**config.mk**
```make
export PLATFORM = sky130hd
export DESIGN_NAME = alu_cmd_sequencer
export DESIGN_NICKNAME = d
export VERILOG_FILES = /design/src/rtl/alu_pkg.sv /design/src/rtl/alu_cmd_timeout.sv /design/src/rtl/alu_cmd_sequencer.sv
export SDC_FILE = /design/constraint.sdc
export NUM_CORES = 1
export LEC_CHECK = 0
export CAP_MARGIN = 20
export CORE_ASPECT_RATIO = 0.7
export CORE_MARGIN = 2
export CORE_UTILIZATION = 40
export DETAILED_ROUTE_END_ITERATION = 6
export PLACE_DENSITY = 0.67
export SLEW_MARGIN = 20
export SYNTH_ARGS = -nofsm -noshare
export SYNTH_HDL_FRONTEND = slang
export SYNTH_SLANG_ARGS = --single-unit
```
**constraint.sdc**
```tcl
create_clock -name clk -period 6.2 [get_ports clk]
set_clock_uncertainty 0.15 [all_clocks]
set_input_delay 1.24 -clock clk [delete_from_list [all_inputs] [get_ports clk]]
set_output_delay 1.24 -clock clk [all_outputs]
set_load 0.05 [all_outputs]
```
**src/rtl/alu_pkg.sv**
```systemverilog
// Shared definitions for the ALU command sequencer: opcodes, flag layout,
// FSM state encoding and the legal-opcode check.
package alu_pkg;

  localparam int DEF_DATA_W = 8;
  localparam int DEF_OP_W   = 6;

  localparam logic [DEF_OP_W-1:0] OP_ADD = 6'h20;
  localparam logic [DEF_OP_W-1:0] OP_SUB = 6'h22;
  localparam logic [DEF_OP_W-1:0] OP_AND = 6'h24;
  localparam logic [DEF_OP_W-1:0] OP_OR  = 6'h25;
  localparam logic [DEF_OP_W-1:0] OP_XOR = 6'h26;
  localparam logic [DEF_OP_W-1:0] OP_NOR = 6'h27;
  localparam logic [DEF_OP_W-1:0] OP_SRA = 6'h03;
  localparam logic [DEF_OP_W-1:0] OP_SRL = 6'h02;

  localparam int FLG_Z   = 0;
  localparam int FLG_C   = 1;
  localparam int FLG_ILL = 2;

  typedef enum logic [2:0] {
    ST_GET_A,
    ST_GET_B,
    ST_GET_OP,
    ST_EXEC,
    ST_SEND_RES,
    ST_SEND_FLG
  } seq_state_t;

  function automatic logic op_legal(input logic [DEF_OP_W-1:0] op);
    case (op)
      OP_ADD, OP_SUB, OP_AND, OP_OR,
      OP_XOR, OP_NOR, OP_SRA, OP_SRL: return 1'b1;
      default:                        return 1'b0;
    endcase
  endfunction

endpackage

```
**src/rtl/alu_cmd_timeout.sv**
```systemverilog
// Inter-byte idle counter: counts while run is high and nothing clears it,
// and flags expiry on the last allowed idle cycle.
module alu_cmd_timeout #(
  parameter int TIMEOUT = 50000
) (
  input  logic clk,
  input  logic rst,
  input  logic run,
  input  logic clr,
  output logic expire
);

  localparam int CNT_W = (TIMEOUT > 1) ? $clog2(TIMEOUT) : 1;
  localparam logic [CNT_W-1:0] LAST = CNT_W'(TIMEOUT - 1);

  logic [CNT_W-1:0] cnt;

  assign expire = run && (cnt == LAST);

  // Clearing at expiry keeps the counter from ever wrapping.
  always_ff @(posedge clk) begin
    if (rst || clr || !run || expire) cnt <= '0;
    else                              cnt <= cnt + 1'b1;
  end

endmodule

```
**src/rtl/alu_cmd_sequencer.sv**
```systemverilog
// Byte-stream front end for the 8-bit ALU: gathers A, B, OP, runs one EXEC
// cycle, then returns a result byte and a flags byte.
module alu_cmd_sequencer
  import alu_pkg::*;
#(
  parameter int DATA_W  = DEF_DATA_W,
  parameter int OP_W    = DEF_OP_W,
  parameter int TIMEOUT = 50000
) (
  input  logic              clk,
  input  logic              rst,
  input  logic [DATA_W-1:0] in_data,
  input  logic              in_valid,
  output logic              in_ready,
  output logic [DATA_W-1:0] out_data,
  output logic              out_valid,
  input  logic              out_ready,
  output logic [DATA_W-1:0] alu_a,
  output logic [DATA_W-1:0] alu_b,
  output logic [OP_W-1:0]   alu_op,
  input  logic [DATA_W-1:0] alu_rdo,
  input  logic              alu_carry,
  input  logic              alu_zero
);

  seq_state_t state, state_nxt;

  logic              xfer_in, xfer_out;
  logic              ld_a, ld_b, ld_op, cap;
  logic              tmo_run, tmo_expire;
  logic              illegal_p0;
  logic [DATA_W-1:0] res_p1, flg_p1, flg_nxt;
  logic [OP_W-1:0]   op_in;

  assign xfer_in  = in_valid && in_ready;
  assign xfer_out = out_valid && out_ready;
  assign op_in    = in_data[OP_W-1:0];
  assign tmo_run  = (state == ST_GET_B) || (state == ST_GET_OP);

  alu_cmd_timeout #(
    .TIMEOUT (TIMEOUT)
  ) u_timeout (
    .clk    (clk),
    .rst    (rst),
    .run    (tmo_run),
    .clr    (xfer_in),
    .expire (tmo_expire)
  );

  always_comb begin
    state_nxt = state;
    in_ready  = 1'b0;
    out_valid = 1'b0;
    out_data  = '0;
    ld_a      = 1'b0;
    ld_b      = 1'b0;
    ld_op     = 1'b0;
    cap       = 1'b0;
    case (state)
      ST_GET_A: begin
        in_ready = !rst;
        ld_a     = xfer_in;
        if (xfer_in) state_nxt = ST_GET_B;
      end
      ST_GET_B: begin
        in_ready = !rst;
        ld_b     = xfer_in;
        if (xfer_in)         state_nxt = ST_GET_OP;
        else if (tmo_expire) state_nxt = ST_GET_A;
      end
      ST_GET_OP: begin
        in_ready = !rst;
        ld_op    = xfer_in;
        if (xfer_in)         state_nxt = ST_EXEC;
        else if (tmo_expire) state_nxt = ST_GET_A;
      end
      ST_EXEC: begin
        cap       = 1'b1;
        state_nxt = ST_SEND_RES;
      end
      ST_SEND_RES: begin
        out_valid = 1'b1;
        out_data  = res_p1;
        if (xfer_out) state_nxt = ST_SEND_FLG;
      end
      ST_SEND_FLG: begin
        out_valid = 1'b1;
        out_data  = flg_p1;
        if (xfer_out) state_nxt = ST_GET_A;
      end
      default: state_nxt = ST_GET_A;
    endcase
  end

  always_comb begin
    flg_nxt          = '0;
    flg_nxt[FLG_Z]   = alu_zero;
    flg_nxt[FLG_C]   = alu_carry;
    flg_nxt[FLG_ILL] = illegal_p0;
  end

  // Stage p0: operand/opcode registers presented to the ALU.
  always_ff @(posedge clk) begin
    if (rst) begin
      state  <= ST_GET_A;
      alu_a  <= '0;
      alu_b  <= '0;
      alu_op <= '0;
    end else begin
      state <= state_nxt;
      if (ld_a)  alu_a  <= in_data;
      if (ld_b)  alu_b  <= in_data;
      if (ld_op) alu_op <= op_in;
    end
  end

  always_ff @(posedge clk) begin
    if (ld_op) illegal_p0 <= !op_legal(DEF_OP_W'(op_in));
  end

  // Stage p1: ALU result and flags captured during EXEC.
  always_ff @(posedge clk) begin
    if (cap) begin
      res_p1 <= alu_rdo;
      flg_p1 <= flg_nxt;
    end
  end

endmodule

```
==> results of run 1 <==
## worst reg2reg max path, stage by stage, from the launching register on
cell and delay [ns]:
dfxtp_1 0.51, nor4b_2 0.71, nor2b_1 0.83, mux2i_1 0.27, nor2_1 0.06
## area by class of cell
type | count | area (um^2)
Inverter | 6 | 22.5
Timing Repair Buffer | 54 | 538
Clock buffer | 7 | 86.3
Fill cell | 492 | 2370
Tap cell | 72 | 90.1
Clock inverter | 1 | 30.0
Sequential cell | 53 | 1180
Multi-Input combinational cell | 152 | 913
## through the flow
stage                     area (um^2)  utilization  total power (W)  hold WS, ns  std cells
final                            2860        0.547         0.000675        0.275        345
after CTS                        2860        0.547         0.000685        0.276        345
after detailed placement         2750        0.525         0.000448        0.255        337
after global routing             2860        0.547         0.000706        0.299        345
after global placement           2750        0.525         0.000448        0.252        337
after floorplan                  2160            -         0.000417        0.250        221
## logic make-up (layout without fill, tap and decap cells)
kind of cell    after synthesis  count (layout)  share of synthesized area
simple gates                104             104                      0.232
flops                        53              53                      0.546
mux                          19              19                     0.0879
buf+inv                      16              68                     0.0318
xor+xnor                     15              15                     0.0607
compound gates               13              13                     0.0359
fa+ha+maj                     1               1                    0.00578
## state kept, by name, summed over array words and instances (netlist names)
name,cells
state,3
illegal_p0,1
alu_op,6
flg_p1,3
alu_b,8
u_timeout.cnt,16
alu_a,8
res_p1,8
## synthesized netlist by cell type, drive strengths merged
| cell | n |
|---|---|
| clkbuf | 8 |
| a221oi | 1 |
| buf | 2 |
| and2 | 6 |
| nor2b | 2 |
| nand3 | 12 |
| nand4 | 3 |
| inv | 6 |
| nand2b | 2 |
| nor3b | 2 |
| nor4b | 2 |
| a21o | 1 |
| nor2 | 48 |
| edfxtp | 12 |
| o21ai | 2 |
| nand4b | 1 |
| mux2i | 19 |
| or3 | 1 |
| xor2 | 1 |
| a21oi | 8 |
| xnor2 | 14 |
| dfxtp | 41 |
| nor3 | 4 |
| nor4 | 5 |
| a22oi | 1 |
| nand2 | 13 |
| or4 | 2 |
| ha | 1 |
| nand3b | 1 |
## cell usage in the layout (no fill, tap or decap), types with 2 or more instances in the layout
master            n
nand3_1          12
and2_1            6
nor2_1           48
nand2b_1          2
inv_1             6
mux2i_1          19
nor4_1            5
nand4_1           3
nand2_1          13
edfxtp_1         12
a21oi_1           8
clkbuf_8          6
xnor2_1          14
nor2b_1           2
nor3b_1           2
dfxtp_1          41
clkdlybuf4s50_1  53
nor3_1            4
## power by group through the flow
stage	combinational, W	clock (W)	sequential (W)
after floorplan	0.0000319	0	0.000386
after global placement	0.0000726	0	0.000375
after detailed placement	0.0000729	0	0.000375
after CTS	0.0000733	0.000245	0.000367
after global routing	0.0000779	0.000259	0.000368
final	0.0000729	0.000235	0.000367
## routing by layer
| layer | routed length (um) | global-route usage | up-vias |
|---|---|---|---|
| met5 | 0 | 0 | - |
| met4 | 22 | 0.0504 | 0 |
| met3 | 218 | 0.0413 | 2 |
| met2 | 1690 | 0.217 | 38 |
| met1 | 2320 | 0.217 | 755 |
| li1 | - | - | 851 |
## worst max-delay path by stage
stage	from	end	slack [ns]	cells past startpoint
after floorplan	rst	in_ready	2.84	3
after global placement	rst	in_ready	1.86	5
after detailed placement	rst	in_ready	1.83	5
after CTS	rst	in_ready	1.83	5
after global routing	rst	in_ready	1.76	5
final	rst	in_ready	1.83	5
==> summary.md, run 1 <==
| Metric | Value |
|---|---|
| Status | complete, no violations |
| Logic pwr share | 0.108 |
| Power Internal | about 0.00052 W |
| Syn_nets | 244 |
| CP Buf/Inv Count | 3 |
| Final Cycle Share | 0.705 |
| Top delay family on crit path | buffers and inverters |
| Hold wc startpoint | illegal_p0$_DFFE_PP_ |
| # DRC | 0 |
| Synth Area per Inst | around 10 um^2 |
| Ports | 54 |
| Post-Route WL | 4.25 mm |
| Slew @ Worst Pin | ~0.94 ns |
| NetSw | between 0.00015 and 0.0002 W |
| Setup WS pre-CTS | about 1.8 ns |
| Arr. time, crit path | 2.98 ns |
| Clock slew at reported path FFs | around 0.09 ns |
| Sequential share of the synthesized area | 0.546 |
| Cells after Synth | 221 |
| Minimum clock period | 4.37 ns |
| CTS tree | yes |
| Post-Syn Area | ~2200 um^2 |
| Nets | around 300 |
| Fin. max-slew vios | 0 |
| DR pass1 iterations | 4 |
| DR iter-0 viols | 80 |
| First-pass GRT wire length | between 7 and 8 mm |
| Post-DP HPWL | ~3 mm |
| Switch share | 0.225 |
| Maximum VDD drop | 106 uV |
| Cell Rows | 22 |
| Worst slew margin | 0.373 |
| Layout cells sized above 1 | 0.0403 |
| R2R depth | 4 |
| CP most frequent cell | clkdlybuf4s50_1 |
| Synth top area share | 0.379 |
| Crit-path max cell delay | between 0.8 and 0.9 ns |
| Worst path cell trace | clkdlybuf4s50_1 -> buf_4 -> nor2_1 -> and2_1 -> clkdlybuf4s50_1 |
| Number of global-route vias before repair | about 1500 |
| FF+latch count, synth | 53 |
| Die Area | roughly 6000 um^2 |
| Final setup violation count | 0 |
| Hold depth | 0 |
| Hold buffers post-CTS | 0 |
| CTS root buffer | clkbuf_8 |
| Unrepaired setup endpoints after global routing | false |
| Final WS setup | 1.83 ns |
| Area growth syn-to-layout | 32.3% |
| CP Capture Type | output pin |
| Clock power frac | 0.349 |
| Overflow after GRT | 0 |
| Post-synthesis cell type count | 33 |
| Number of buffers created by CTS | 5 |
| Ranking of synthesized cells by area | dfxtp_1 (38%), edfxtp_1 (17%), mux2i_1 (8.8%), nor2_1 (8.3%), xnor2_1 (5.7%) |
| Maximum fanout along the worst path | 27 |
| PortBufs | 53 |
| CORE AREA | between 5000 and 6000 um^2 |
| Ys Warns | 0 |
| H-tree levels | 2 |
| Worst-Skew Late Latency | around 0.3 ns |
| Vert. Die Dim | ~66 um |
| TNS Setup | 0 ns |
| Leak | between 0.9 and 1 nW |
| Critical Path RT | between 4 and 5 ns |
| Clock sinks | 53 |
| Initial Utilization | 0.414 |
| Post-DRT Antenna Nets | 0 |
| Antenna Cells | 0 |
| R2r endpoint | alu_a[7]$_SDFFE_PP0P_ |
| Startpoint Class | input pin |
| Routed WL per cell | ~12 um |
| Pwr per Cell Area | 236 nW/um^2 |
| Critical path type | input pin to output pin |
| Initial antenna violation count | 0 |
| Total vias in the final route | 1646 |
| Die Wd | about 92 um |
| Postcts setup bufs | 0 |
| Vias/cell | 4.77 |
| Largest net degree at the start of global routing | 28 |
| R2R Setup Slk | approximately 3.6 ns |
| Final Hold Vio Count | 0 |
| Sequential group share of total power | 0.543 |
| Reg2reg start | state[0]$_SDFFE_PP0P_ |
| CP max stage cell | clkdlybuf4s50_1 |
| FMAX | ~230 MHz |
| Global Route Usage Sum | 0.150 |
| Worst Hold Class | register to register |
| Max-Cap Viols | 0 |
| Global placer's final weighted congestion | between 0.7 and 0.8 |
| Yosys top cell by area | dfxtp_1 |
| Longest Clk Path Bufs | 2 |
| Cells resized by post-CTS repair | 0 |
| Hold Path Sink | flg_p1[2]$_DFFE_PN_ |
(Power assumes the default switching activity.)
==> run 2: changes to the inputs <==
Clock period 6.2 ns to 4.4 ns, I/O delays scaled along.
==> run 2 against run 1 <==
Utilization decreased by 0.43 points. Sequential power increased by 41%. Sequential share of layout area increased by 0.33 points. Total power increased by 31%. Cell count increased by 0.58%. Worst setup slack got worse by 0.68 ns. Register-to-register slack got worse by 1.5 ns. Clock power increased by 12%. Sequential cell count unchanged. Global-route usage increased by 0.20 points. Die area unchanged. Combinational power increased by 44%.
==> summary.md, run 2 (same netlist as run 1, synthesis figures left out) <==
| Metric | Value |
|---|---|
| H-tree levels | 2 (unchanged) |
| Longest Clk Path Bufs | 2 (unchanged) |
| Critical Path RT | 3.37 ns (was 4.81 ns) |
| Commonest non-fill, non-tap cell in the layout | clkdlybuf4s50_1 (unchanged) |
| Most frequent cells in the layout | clkdlybuf4s50_1 (52), nor2_1 (48), dfxtp_1 (41) (was clkdlybuf4s50_1 (53), nor2_1 (48), dfxtp_1 (41)) |
| Leak | 0.988 nW (was 0.993 nW) |
| # DRC | 0 (unchanged) |
| Clock power frac | 0.298 (was 0.349) |
| Ports | 54 (unchanged) |
| Final Cycle Share | 0.738 |
| Die Wd | 91.9 um (unchanged) |
| Initial antenna violation count | 0 (unchanged) |
| Antenna Cells | 0 (unchanged) |
| Global placer's final weighted congestion | 0.732 (was 0.764) |
| Sequential group share of total power | 0.584 (was 0.543) |
| Minimum clock period | ~3.2 ns |
| Dpl cell area | 2760 um^2 (was 2750 um^2) |
| Logic pwr share | 0.118 (was 0.108) |
| CP max stage cell | clkdlybuf4s50_1 (unchanged) |
| Number of global-route vias before repair | 1543 (was 1542) |
| Worst slew margin | 0.417 (was 0.373) |
| Hold buffers post-CTS | 0 (unchanged) |
| Largest net degree at the start of global routing | 28 (unchanged) |
| Switch share | 0.249 (was 0.225) |
| Startpoint Class | register (was input pin) |
| Slew @ Worst Pin | 0.871 ns (was 0.938 ns) |
| Crit-path max cell delay | 0.79 ns (was 0.82 ns) |
| Final setup violation count | 0 (unchanged) |
| Power Internal | 0.000665 W (was 0.000523 W) |
| Total vias in the final route | 1636 (was 1646) |
| Postcts setup bufs | 0 (unchanged) |
| Cells resized by post-CTS repair | 0 (unchanged) |
| Post-DP HPWL | 3.00 mm (about the same) |
| First-pass GRT wire length | 7.28 mm (was 7.21 mm) |
| Cell Rows | 22 (unchanged) |
| Worst-Skew Late Latency | 0.30 ns (about the same) |
| CTS tree | yes (unchanged) |
| TNS Setup | 0 ns (unchanged) |
| NetSw | 0.000220 W (was 0.000152 W) |
| Max-Cap Viols | 0 (unchanged) |
| Clock sinks | 53 (unchanged) |
| Pwr per Cell Area | 312 nW/um^2 (was 236 nW/um^2) |
| Layout cells sized above 1 | 0.0473 (was 0.0403) |
| Critical path type | register to output pin (was input pin to output pin) |
| Worst Hold Class | register to register (unchanged) |
| Post-Route WL | 4.29 mm (was 4.25 mm) |
| Unrepaired setup endpoints after global routing | false (unchanged) |
| FMAX | a little over 300 MHz |
| Die Area | 6020 um^2 (unchanged) |
| Status | complete, no violations (unchanged) |
| DR iter-0 viols | 83 (was 80) |
| Arr. time, crit path | 2.22 ns (was 2.98 ns) |
| Initial Utilization | 0.414 (unchanged) |
| CORE AREA | 5230 um^2 (unchanged) |
| Top delay family on crit path | buffers and inverters (unchanged) |
| Post-Layout Inst Area | 2840 um^2 (was 2860 um^2) |
| Vias/cell | 4.71 (was 4.77) |
| Routed WL per cell | 12.4 um (was 12.3 um) |
| Clock slew at reported path FFs | 0.09 ns (about the same) |
| Nets | 297 (was 295) |
| Most flop-heavy register | u_timeout.cnt (unchanged) |
| Number of buffers created by CTS | 5 (unchanged) |
| Maximum fanout along the worst path | 15 (was 27) |
| Fin. max-slew vios | 0 (unchanged) |
| CP Capture Type | output pin (unchanged) |
| Area growth syn-to-layout | 31.2% (was 32.3%) |
| Global Route Usage Sum | 0.152 (was 0.150) |
| Post-DRT Antenna Nets | 0 (unchanged) |
| Overflow after GRT | 0 (unchanged) |
| Filler instances | 493 (was 492) |
| PortBufs | 53 (unchanged) |
| Final Hold Vio Count | 0 (unchanged) |
| Worst path cell trace | nand2b_1 -> nor2_1 -> and2_1 -> clkdlybuf4s50_1 (was clkdlybuf4s50_1 -> buf_4 -> nor2_1 -> and2_1 -> clkdlybuf4s50_1) |
| Hold_ws | 0.281 ns (was 0.275 ns) |
| CP Buf/Inv Count | 1 (was 3) |
| DR pass1 iterations | 4 (unchanged) |
| Largest register FFs | 16 (unchanged) |
| Maximum VDD drop | 160 uV (was 106 uV) |
| Vert. Die Dim | 65.5 um (unchanged) |
| CTS root buffer | clkbuf_8 (unchanged) |
==> run 2: power groups by stage <==
stage	clock network (W)	logic (W)	registers, W
2_1_floorplan	0	0.0000450	0.000543
3_3_place_gp	0	0.000105	0.000528
3_5_place_dp	0	0.000105	0.000528
4_1_cts	0.000271	0.000106	0.000517
5_1_grt	0.000297	0.000112	0.000519
6_report	0.000264	0.000105	0.000517
==> run 2: area by class of cell <==
class / instances / area [um^2] / share of cell area
multi-input cells: 152 / 913 / 0.322
repair buffers: 56 / 551 / 0.194
flip-flops and latches: 53 / 1180 / 0.416
well taps: 72 / 90.1 / 0.0317
clock inverters: 1 / 5.00 / 0.00176
clock buffers: 7 / 76.3 / 0.0269
inverters: 6 / 22.5 / 0.00793
==> run 2: worst reg2reg max path, stage by stage, from the launching register on <==
cell and delay (ns):
dfxtp_1 0.39, ha_1 0.20, nand3_1 0.26, or4_4 0.58, o21ai_2 0.54, nor2_1 0.11
==> run 2: metrics by stage <==
stage                     power (W)  setup WS [ns]  instances   util
after CTS                  0.000894           1.12        347  0.543
after detailed placement   0.000633           1.31        339  0.527
final                      0.000885           1.15        347  0.543
after global routing       0.000928          0.914        347  0.543
after floorplan            0.000588           1.76        221      -
after global placement     0.000633           1.33        339  0.527
==> run 2: routing by layer <==
metal,track usage,routed length [um],share of wire,vias to the layer above
met5,0,0,0,-
met4,0.0448,0,0,0
met3,0.0424,265,0.062,0
met2,0.221,1740,0.41,43
met1,0.222,2280,0.53,743
li1,-,-,-,850
==> run 2: path summary, 6_finish.rpt <==
check	startpoint	to	slack, ns	depth (start not counted)
worst max-delay path	state[1]$_SDFFE_PP0P_	out_data[7]	1.15	4
worst max register to register	u_timeout.cnt[0]$_SDFF_PP0_	u_timeout.cnt[15]$_SDFF_PP0_	2.05	5
worst min-delay path	illegal_p0$_DFFE_PP_	flg_p1[2]$_DFFE_PN_	0.28	0
worst min register to register	illegal_p0$_DFFE_PP_	flg_p1[2]$_DFFE_PN_	0.28	0
==> run 3: changes to the inputs <==
Settings changed: PLACE_DENSITY 0.67 to 0.7.
Clock period 4.4 ns to 2.85 ns, I/O delays scaled along.
==> run 3 against run 2 <==
Via count is 1.8% higher. Worst hold slack better by 0.034 ns. Routed wire length is 7.0% higher. Cell count is 1.7% higher. Total power is 56% higher. Design area is 1.8% higher. Largest cell class unchanged. Largest power group unchanged. Highest routed layer unchanged.
==> summary.md, run 3 (same netlist as run 1, synthesis figures left out) <==
| Metric | Value |
|---|---|
| Status | complete, no violations (unchanged) |
| PortBufs | 53 (unchanged) |
| Number of buffers created by CTS | 5 (unchanged) |
| FMAX | slightly below 400 MHz |
| Worst Hold Class | register to register (unchanged) |
| Die Area | 6020 um^2 (unchanged) |
| Post-DP HPWL | 3.41 mm (was 3.00 mm) |
| Critical path type | register to output pin (unchanged) |
| R2r endpoint | u_timeout.cnt[8]$_SDFF_PP0_ (was u_timeout.cnt[15]$_SDFF_PP0_) |
| Minimum clock period | 2.52 ns |
| Cells resized by post-CTS repair | 0 (unchanged) |
| Longest Clk Path Bufs | 2 (unchanged) |
| Critical Path RT | 2.13 ns (was 3.37 ns) |
| Vias/cell | 4.72 (was 4.71) |
| Global placer's final weighted congestion | 0.761 (was 0.732) |
| CP startpoint | state[0]$_SDFFE_PP0P_ (was state[1]$_SDFFE_PP0P_) |
| # DRC | 0 (unchanged) |
| TNS Setup | 0 ns (unchanged) |
| Clock power frac | 0.297 (was 0.298) |
| Maximum VDD drop | 237 uV (was 160 uV) |
| Routed WL per cell | 13.0 um (was 12.4 um) |
| Power Internal | 0.00103 W (was 0.000665 W) |
| R2R Setup Slk | 0.75 ns (was 2.05 ns) |
| Layout cells sized above 1 | 0.0925 (was 0.0473) |
| NetSw | 0.000349 W (was 0.000220 W) |
| Largest register FFs | 16 (unchanged) |
| Largest net degree at the start of global routing | 17 (was 28) |
| Maximum fanout along the worst path | 5 (was 15) |
| Ports | 54 (unchanged) |
| Post-DRT Antenna Nets | 0 (unchanged) |
| CTS root buffer | clkbuf_8 (unchanged) |
| Worst-Skew Late Latency | 0.30 ns (about the same) |
| H-tree levels | 2 (unchanged) |
| Postcts setup bufs | 0 (unchanged) |
| Post-Route WL | 4.60 mm (was 4.29 mm) |
| Arr. time, crit path | 1.80 ns (was 2.22 ns) |
| Cell Rows | 22 (unchanged) |
| CP Capture Type | output pin (unchanged) |
| Number of global-route vias before repair | 1524 (was 1543) |
| Hold buffers post-CTS | 0 (unchanged) |
| Reg2reg start | u_timeout.cnt[0]$_SDFF_PP0_ (unchanged) |
| Max-Cap Viols | 0 (unchanged) |
| Setup WS pre-CTS | 0.382 ns (was 1.31 ns) |
| R2R depth | 6 (was 5) |
| Commonest non-fill, non-tap cell in the layout | nor2_1 (was clkdlybuf4s50_1) |
| Clock slew at reported path FFs | 0.09 ns (about the same) |
| Final Cycle Share | 0.884 |
| Logic pwr share | 0.130 (was 0.118) |
| Antenna Cells | 0 (unchanged) |
| Leak | 1.03 nW (was 0.988 nW) |
| Unrepaired setup endpoints after global routing | false (unchanged) |
| Switch share | 0.253 (was 0.249) |
| Clock sinks | 53 (unchanged) |
| CP Capture Point | out_data[0] (was out_data[7]) |
| DR pass1 iterations | 4 (unchanged) |
| Most flop-heavy register | u_timeout.cnt (unchanged) |
| Most frequent cells in the layout | nor2_1 (48), clkdlybuf4s50_1 (47), dfxtp_1 (41) (was clkdlybuf4s50_1 (52), nor2_1 (48), dfxtp_1 (41)) |
| Sequential group share of total power | 0.573 (was 0.584) |
| CTS tree | yes (unchanged) |
| Die Wd | 91.9 um (unchanged) |
| Total vias in the final route | 1665 (was 1636) |
| Initial antenna violation count | 0 (unchanged) |
| Worst slew margin | 0.573 (was 0.417) |
| Area growth syn-to-layout | 33.5% (was 31.2%) |
| DR iter-0 viols | 95 (was 83) |
| Initial Utilization | 0.414 (unchanged) |
| Slew @ Worst Pin | 0.637 ns (was 0.871 ns) |
| Startpoint Class | register (unchanged) |
| Global Route Usage Sum | 0.158 (was 0.152) |
| First-pass GRT wire length | 7.49 mm (was 7.28 mm) |
| Final setup violation count | 0 (unchanged) |
| Fin. max-slew vios | 0 (unchanged) |
| Nets | 303 (was 297) |
| Overflow after GRT | 0 (unchanged) |
| Pwr per Cell Area | 478 nW/um^2 (was 312 nW/um^2) |
| Final Hold Vio Count | 0 (unchanged) |
| Vert. Die Dim | 65.5 um (unchanged) |
| CORE AREA | 5230 um^2 (unchanged) |
| Final WS setup | 0.330 ns (was 1.15 ns) |
## run 3: cell count changes in the layout (fill, tap and decap cells not counted)
cell,delta
buf_4,+10
clkinvlp_4,+1
buf_12,+1
clkbuf_1,-2
clkdlybuf4s50_1,-5
clkinv_2,+1
## run 3: stage by stage
stage | hold slack (ns) | area, um^2 | instances | utilization | power (W)
2_1_floorplan | 0.250 | 2160 | 221 | - | 0.000908
3_3_place_gp | 0.280 | 2800 | 345 | 0.536 | 0.000986
3_5_place_dp | 0.301 | 2800 | 345 | 0.536 | 0.000988
4_1_cts | 0.323 | 2890 | 353 | 0.552 | 0.00139
5_1_grt | 0.325 | 2890 | 353 | 0.552 | 0.00144
6_report | 0.315 | 2890 | 353 | 0.552 | 0.00138
## run 3: how the worst min path moves through the flow
| stage | cells past startpoint | to | from |
|---|---|---|---|
| global route | 0 | flg_p1[2]$_DFFE_PN_ | illegal_p0$_DFFE_PP_ |
| finish | 0 | flg_p1[2]$_DFFE_PN_ | illegal_p0$_DFFE_PP_ |
| floorplan | 0 | flg_p1[2]$_DFFE_PN_ | illegal_p0$_DFFE_PP_ |
| detailed placement | 0 | flg_p1[2]$_DFFE_PN_ | illegal_p0$_DFFE_PP_ |
| CTS | 0 | flg_p1[2]$_DFFE_PN_ | illegal_p0$_DFFE_PP_ |
| global placement | 0 | flg_p1[2]$_DFFE_PN_ | illegal_p0$_DFFE_PP_ |
## run 3: critical path: stages, from the launching register on
cell and delay (ns):
dfxtp_1 0.48, mux2i_1 0.13, nor2_1 0.09, clkdlybuf4s50_1 0.80
## run 3: layout make-up
| type | count | area (um^2) |
|---|---|---|
| tap | 72 | 90.1 |
| clock buffer | 5 | 68.8 |
| timing repair buffer | 62 | 596 |
| clock inverter | 3 | 17.5 |
| sequential | 53 | 1180 |
| multi-input combinational | 152 | 913 |
| fill | 502 | 2340 |
| inverter | 6 | 22.5 |
## run 3: power by group through the flow
| stage | Sequential (W) | Clock (W) | Combinational (W) |
|---|---|---|---|
| after floorplan | 0.000839 | 0 | 0.0000695 |
| after global placement | 0.000808 | 0 | 0.000178 |
| after detailed placement | 0.000809 | 0 | 0.000179 |
| after CTS | 0.000792 | 0.000423 | 0.000180 |
| after global routing | 0.000794 | 0.000459 | 0.000192 |
| final | 0.000791 | 0.000411 | 0.000179 |
## run 3: layer usage
metal / share of wire / up-vias / track usage
met5: 0 / - / 0
met1: 0.54 / 751 / 0.243
met3: 0.056 / 0 / 0.0344
met4: 0 / 0 / 0.0448
li1: - / 864 / -
met2: 0.41 / 50 / 0.222
